$ cat config.mk
export PLATFORM = sky130hd
export DESIGN_NAME = gray_bin_pipe_flat
export DESIGN_NICKNAME = d
export VERILOG_FILES = /design/src/rtl/gray_bin_pipe_pkg.sv /design/src/rtl/gray_bin_pipe_if.sv /design/src/rtl/gray_bin_pipe_step_checker.sv /design/src/rtl/gray_bin_pipe.sv /design/src/flat_wrapper.sv
export SDC_FILE = /design/constraint.sdc
export NUM_CORES = 1
export LEC_CHECK = 0
export CAP_MARGIN = 20
export CORE_MARGIN = 4
export CORE_UTILIZATION = 54
export CTS_CLUSTER_SIZE = 24
export DETAILED_ROUTE_END_ITERATION = 6
export PLACE_DENSITY = 0.92
export SYNTH_ARGS = -nofsm -noshare
export SYNTH_HDL_FRONTEND = slang
export SYNTH_SLANG_ARGS = --single-unit
$ cat constraint.sdc
create_clock -name clk -period 6.9 [get_ports clk]
set_input_delay 1.035 -clock clk [delete_from_list [all_inputs] [get_ports clk]]
set_output_delay 1.035 -clock clk [all_outputs]
set_load 0.1 [all_outputs]
$ cat src/rtl/gray_bin_pipe_pkg.sv
// Shared definitions for the Gray/binary pipeline: mode encodings and
// width-generic conversion helpers operating on a zero-extended code type.
package gray_pkg;

    // Widest code the helpers handle; blocks must use WIDTH < MAX_W.
    localparam int MAX_W = 64;

    localparam logic MODE_B2G = 1'b0;
    localparam logic MODE_G2B = 1'b1;

    typedef logic [MAX_W-1:0] code_t;

    function automatic code_t bin2gray(input code_t b);
        return b ^ (b >> 1);
    endfunction

    // Each binary bit is the XOR of all Gray bits at or above it; zero
    // upper bits leave the running parity untouched.
    function automatic code_t gray2bin(input code_t g);
        code_t b;
        logic  acc;
        b   = '0;
        acc = 1'b0;
        for (int i = MAX_W - 1; i >= 0; i--) begin
            acc  = acc ^ g[i];
            b[i] = acc;
        end
        return b;
    endfunction

    function automatic int unsigned popcount(input code_t v);
        int unsigned n;
        n = 0;
        for (int i = 0; i < MAX_W; i++) begin
            n = n + {31'd0, v[i]};
        end
        return n;
    endfunction

endpackage

$ cat src/rtl/gray_bin_pipe_if.sv
// Input and output handshake channels of the Gray/binary pipeline.
interface gray_bin_pipe_if #(
    parameter int WIDTH = 4
);
    logic             in_valid;
    logic             in_ready;
    logic             in_mode;
    logic [WIDTH-1:0] in_data;
    logic             out_valid;
    logic             out_ready;
    logic             out_mode;
    logic [WIDTH-1:0] out_data;
    logic             out_step_err;

    modport master (
        output in_valid, in_mode, in_data, out_ready,
        input  in_ready, out_valid, out_mode, out_data, out_step_err
    );

    modport slave (
        input  in_valid, in_mode, in_data, out_ready,
        output in_ready, out_valid, out_mode, out_data, out_step_err
    );
endinterface

$ cat src/rtl/gray_bin_pipe_step_checker.sv
// Gray-domain adjacency tracker: compares each advancing code with the
// previous one and keeps a saturating count of multi-bit steps.
module gray_step_checker
    import gray_pkg::*;
#(
    parameter int WIDTH    = 4,
    parameter int ERRCNT_W = 8
) (
    input  logic                clk,
    input  logic                rst_n,
    input  logic                clear_i,
    input  logic                advance_i,
    input  logic [WIDTH-1:0]    gray_i,
    output logic                step_err_o,
    output logic [ERRCNT_W-1:0] err_count_o
);
    logic [WIDTH-1:0]    last_gray_q;
    logic                hist_valid_q;
    logic [ERRCNT_W-1:0] err_count_q;
    logic [ERRCNT_W-1:0] err_count_d;
    logic                multi_bit;

    assign multi_bit = popcount(code_t'(gray_i ^ last_gray_q)) >= 2;

    // A clear in the same cycle empties the history before this word is judged.
    assign step_err_o = hist_valid_q & ~clear_i & multi_bit;

    always_comb begin
        // NOTE: every combinational output gets a default first so no path
        // leaves it unassigned and a latch cannot be inferred.
        err_count_d = err_count_q;
        if (clear_i) begin
            err_count_d = '0;
        end else if (advance_i && step_err_o && !(&err_count_q)) begin
            err_count_d = err_count_q + ERRCNT_W'(1);
        end
    end

    // NOTE: sequential state uses non-blocking assignments so every register
    // samples the pre-edge values regardless of statement order.
    always_ff @(posedge clk or negedge rst_n) begin
        if (!rst_n) begin
            last_gray_q  <= '0;
            hist_valid_q <= 1'b0;
            err_count_q  <= '0;
        end else begin
            err_count_q <= err_count_d;
            if (advance_i) begin
                last_gray_q  <= gray_i;
                hist_valid_q <= 1'b1;
            end else if (clear_i) begin
                hist_valid_q <= 1'b0;
            end
        end
    end

    assign err_count_o = err_count_q;

endmodule

$ cat src/rtl/gray_bin_pipe.sv
// Two-stage registered Gray<->binary converter with valid/ready on both
// sides, per-word mode select and Gray step-error tracking.
module gray_bin_pipe
    import gray_pkg::*;
#(
    parameter int WIDTH    = 4,
    parameter int ERRCNT_W = 8
) (
    input  logic                clk,
    input  logic                rst_n,
    input  logic                clear,
    gray_bin_pipe_if.slave      bus,
    output logic [ERRCNT_W-1:0] err_count
);
    logic             s1_valid_q;
    logic             s1_mode_q;
    logic [WIDTH-1:0] s1_data_q;
    logic             s2_valid_q;
    logic             s2_mode_q;
    logic [WIDTH-1:0] s2_data_q;
    logic             s2_err_q;

    logic             s1_load;
    logic             s2_load;
    code_t            s1_ext;
    code_t            bin_full;
    code_t            gray_full;
    logic [WIDTH-1:0] s1_conv;
    logic [WIDTH-1:0] s1_gray;
    logic             step_err;
    logic             unused_hi;

    // S2 takes a word when it is empty or its word leaves this cycle; that
    // same event frees S1, so in_ready depends combinationally on out_ready.
    assign s2_load      = s1_valid_q & (~s2_valid_q | bus.out_ready);
    assign bus.in_ready = ~s1_valid_q | s2_load;
    assign s1_load      = bus.in_valid & bus.in_ready;

    assign s1_ext    = code_t'(s1_data_q);
    assign bin_full  = gray2bin(s1_ext);
    assign gray_full = bin2gray(s1_ext);
    assign unused_hi = ^{bin_full[MAX_W-1:WIDTH], gray_full[MAX_W-1:WIDTH]};

    // The step checker always sees the Gray form of the word, whichever
    // direction it is being converted.
    always_comb begin
        s1_conv = gray_full[WIDTH-1:0];
        s1_gray = gray_full[WIDTH-1:0];
        if (s1_mode_q == MODE_G2B) begin
            s1_conv = bin_full[WIDTH-1:0];
            s1_gray = s1_data_q;
        end
    end

    gray_step_checker #(
        .WIDTH    (WIDTH),
        .ERRCNT_W (ERRCNT_W)
    ) u_step_checker (
        .clk         (clk),
        .rst_n       (rst_n),
        .clear_i     (clear),
        .advance_i   (s2_load),
        .gray_i      (s1_gray),
        .step_err_o  (step_err),
        .err_count_o (err_count)
    );

    always_ff @(posedge clk or negedge rst_n) begin
        if (!rst_n) begin
            s1_valid_q <= 1'b0;
            s1_mode_q  <= MODE_B2G;
            s1_data_q  <= '0;
        end else if (s1_load) begin
            s1_valid_q <= 1'b1;
            s1_mode_q  <= bus.in_mode;
            s1_data_q  <= bus.in_data;
        end else if (s2_load) begin
            s1_valid_q <= 1'b0;
        end
    end

    // Payload registers only change on a load, which keeps out_* stable
    // while the consumer stalls.
    always_ff @(posedge clk or negedge rst_n) begin
        if (!rst_n) begin
            s2_valid_q <= 1'b0;
            s2_mode_q  <= MODE_B2G;
            s2_data_q  <= '0;
            s2_err_q   <= 1'b0;
        end else if (s2_load) begin
            s2_valid_q <= 1'b1;
            s2_mode_q  <= s1_mode_q;
            s2_data_q  <= s1_conv;
            s2_err_q   <= step_err;
        end else if (bus.out_ready) begin
            s2_valid_q <= 1'b0;
        end
    end

    assign bus.out_valid    = s2_valid_q;
    assign bus.out_mode     = s2_mode_q;
    assign bus.out_data     = s2_data_q;
    assign bus.out_step_err = s2_err_q;

endmodule
$ cat src/flat_wrapper.sv
// flat-port wrapper written by rule: the top's interface ports become plain ports
module gray_bin_pipe_flat import gray_pkg::*;
#(
    parameter int WIDTH    = 4,
    parameter int ERRCNT_W = 8
)
  (clk, rst_n, clear, err_count, bus_in_valid, bus_in_mode, bus_in_data, bus_out_ready, bus_in_ready, bus_out_valid, bus_out_mode, bus_out_data, bus_out_step_err);
  gray_bin_pipe_if #(.WIDTH(WIDTH)) bus_i ();
  input  logic clk;
  input  logic rst_n;
  input  logic clear;
  output logic [ERRCNT_W-1:0] err_count;
  input wire logic [$bits(bus_i.in_valid)-1:0] bus_in_valid;
  input wire logic [$bits(bus_i.in_mode)-1:0] bus_in_mode;
  input wire logic [$bits(bus_i.in_data)-1:0] bus_in_data;
  input wire logic [$bits(bus_i.out_ready)-1:0] bus_out_ready;
  output wire logic [$bits(bus_i.in_ready)-1:0] bus_in_ready;
  output wire logic [$bits(bus_i.out_valid)-1:0] bus_out_valid;
  output wire logic [$bits(bus_i.out_mode)-1:0] bus_out_mode;
  output wire logic [$bits(bus_i.out_data)-1:0] bus_out_data;
  output wire logic [$bits(bus_i.out_step_err)-1:0] bus_out_step_err;
  assign bus_i.in_valid = bus_in_valid;
  assign bus_i.in_mode = bus_in_mode;
  assign bus_i.in_data = bus_in_data;
  assign bus_i.out_ready = bus_out_ready;
  assign bus_in_ready = bus_i.in_ready;
  assign bus_out_valid = bus_i.out_valid;
  assign bus_out_mode = bus_i.out_mode;
  assign bus_out_data = bus_i.out_data;
  assign bus_out_step_err = bus_i.out_step_err;
  gray_bin_pipe #(.WIDTH(WIDTH), .ERRCNT_W(ERRCNT_W)) u_core (.clk(clk), .rst_n(rst_n), .clear(clear), .bus(bus_i), .err_count(err_count));
endmodule
==> metrics.md <==
| Metric | Value |
|---|---|
| Routability congestion estimate from global placement | 0.7993 |
| N_diodes | 0 |
| Hold_buf cts | 0 |
| PwrDens | 336.6 nW/um^2 |
| Synthesized area per cell | 11.10 um^2 |
| Dpl hpwl | 2023 um |
| Mapped Nets | 130 |
| Synth top area share | 0.4776 |
| Iteration-0 DRC Markers | 51 |
| Yosys warns | 0 |
| Register area | 625.6 um^2 |
| Starting Density | 0.5810 |
| Max Clock Skew | 0.003029 ns |
| Worst vdd ir | 0.3937 mV |
| Crit path from | bus_out_ready |
| Critical Path Source Type | primary input |
| Cell Rows | 17 |
| Final setup fails | 0 |
| RR Endpoint | u_core.u_step_checker.err_count_o[5] |
| Grt ovf | 0 |
| Number of synthesized register bits | 25 |
| Vias in the first global route | 1,055 |
| Setup Buffers After CTS | 0 |
| Crit-path max FO | 3 |
| CP Class | in -> out |
| Clock buffer count from CTS | 3 |
| Nets | 158 |
| Final Critical Period | 3.938 ns |
| Skew-Pair Late Insertion Delay | 0.30 ns |
| R2r worst-path depth | 8 |
| Clk slew on worst S/H paths | 0.13 ns |
| DR vias/cell | 5.613 |
| Synth cell types | 36 |
| Req. time, crit path | 5.86 ns |
| Synth top area cells | dfrtp_1 (48%), mux2_2 (7.7%), xnor2_1 (6.0%) |
| Pre-Repair DR Iteration Count | 4 |
| FF-to-FF setup slack | 3.96 ns |
| Area Overhead vs Synth | 24.45% |
| Hold Path End | u_core.bus.out_step_err |
| Vias | 971 |
| HP Start | u_core.bus.out_step_err |
| I/O Pins | 26 |
| WHS Path Cells | 2 |
| Post-layout util | 0.7231 |
| Setup TNS | 0 ns |
| Filler Cells Inserted | 181 |
| Least-Margin Pin Slew | 0.9774 ns |
| Antenna violations before repair | 0 |
| Largest net degree at the start of global routing | 26 |
| RSZ-0062 raised after global routing | false |
| # resized after CTS | 0 |
| Remaining DRCs | 0 |
| Die height | 57.26 um |
| Fin worst setup slack | 2.962 ns |
| Slew HR | 0.3464 |
| Worst r2r src | u_core.s1_data_q[2] |
| Status | completed |
| DP Worst Slack | 2.979 ns |
| Max-slew violations | 0 |
| Max Cap Viol | 0 |
| Leak | 0.7007 nW |
| DR WL/cell | 15.09 um |
| Die width | 57.26 um |
| CTS max path bufs | 2 |
| Main flop type after synthesis | dfrtp_1 |
| Share of cells above drive strength 1 | 0.1379 |
| Area of the multi-input gates | 658.1 um^2 |
| Total GRT Usage | 0.1757 |
| CTS Sinks | 25 |
| Arrival @ worst endpoint | 2.90 ns |
| Global-route wire length before repair | 4554 um |
| CP Capture Type | output port |
| Register area share after synthesis | 0.4776 |
| TritonCTS clock tree | done |
| Mapped Cells | 118 |
| Tcrit/Tclk final | 0.5707 |
| Routed Antenna Nets | 0 |
| CTS root buffer | clkbuf_4 |
| Min-Delay Path Class | reg -> reg |
| Final hold vios | 0 |
| Post-synth EDFFs | 0 |
| Die area | 3278 um^2 |
| Cell Area, Synth | 1310 um^2 |
| Max Fclk | 253.9 MHz |
| H-tree levels | 1 |
| Synth area leader | dfrtp_1 |
| Asr flop ratio synth | 1.000 |
| IO buf count | 25 |
| Core footprint | 2255 um^2 |
| Most frequent cells in the layout | clkdlybuf4s50_1 (25), dfrtp_1 (25), nand2_1 (14) |
| Final WL | 2611 um |
## logic make-up after synthesis
kind of cell               share of synthesized area
DFF                                           0.4776
AOI/OAI and AO/OA                            0.08979
xor gates and xnor gates                     0.09838
muxes                                        0.07737
and+or+nand+nor                               0.2120
buffers and inverters                        0.02005
adders and majority gates                    0.02483
## through the flow
step,power (W),area [um^2],std cells,hold slack (ns)
5_1_grt,0.0005793,1630,173,0.5477
3_3_place_gp,0.0004793,1577,168,0.4643
4_1_cts,0.0005525,1603,172,0.5011
6_report,0.0005487,1630,173,0.4957
3_5_place_dp,0.0004897,1577,168,0.4716
2_1_floorplan,0.0004263,1310,118,0.4692
## critical path, cell delays in order
cell and delay (ns):
clkdlybuf4s50_1 0.42, nor2b_1 0.31, nand2_1 0.15, clkdlybuf4s50_1 0.99
## synth_stat cells, types with 2 or more instances
cell type / number
mux2_2: 9
buf_4: 2
and2b_1: 2
o21ai_0: 6
nand3_1: 6
a21oi_1: 3
nor3_1: 3
dfrtp_1: 25
nand2_1: 14
xnor2_1: 9
a211o_1: 3
xor2_1: 2
nor2b_1: 2
nor2_1: 4
xnor2_2: 2
nor3b_1: 2
nand2b_1: 4
inv_1: 2
## final cells by class
cell class	count	share of cell area
Clock buffer	4	0.01612
Multi-Input combinational cell	88	0.4037
Inverter	2	0.004605
Sequential cell	25	0.3837
Timing Repair Buffer	26	0.1704
Tap cell	28	0.02149
## report_power, final
group	total, W	internal [W]	switching (W)	leakage, nW
Combinational	0.000288	0.0000917	0.000196	0.374
Clock	0.0000628	0.0000225	0.0000403	0.0150
Sequential	0.000198	0.000174	0.0000244	0.312
## worst max-delay path by stage
stage          slack [ns]  cells after the start            to
3_5_place_dp         2.98                      4  bus_in_ready
5_1_grt              2.93                      4  bus_in_ready
3_3_place_gp         3.00                      4  bus_in_ready
2_1_floorplan        3.92                      2  bus_in_ready
6_report             2.96                      4  bus_in_ready
4_1_cts              2.97                      4  bus_in_ready
## per-layer routing
| metal | GRT usage | routed length (um) | vias up | share of wire |
|---|---|---|---|---|
| met5 | 0 | 0 | - | 0 |
| met4 | 0.04305 | 25 | 0 | 0.0096 |
| met3 | 0.04072 | 126 | 4 | 0.048 |
| met2 | 0.3589 | 1503 | 24 | 0.58 |
| met1 | 0.1736 | 956 | 476 | 0.37 |
| li1 | - | - | 467 | - |
## flip-flops by register name, summed over array words and instances, names as in the netlist
name and count:
u_core.bus.out_step_err 1, u_core.bus.out_mode 1, u_core.u_step_checker.last_gray_q 4, u_core.s1_valid_q 1, u_core.bus.out_valid 1, u_core.u_step_checker.err_count_o 8, u_core.s1_mode_q 1, u_core.bus.out_data 3
u_core.s1_data_q 4, u_core.u_step_checker.hist_valid_q 1
Note: power is estimated with default switching activity, not from simulation.
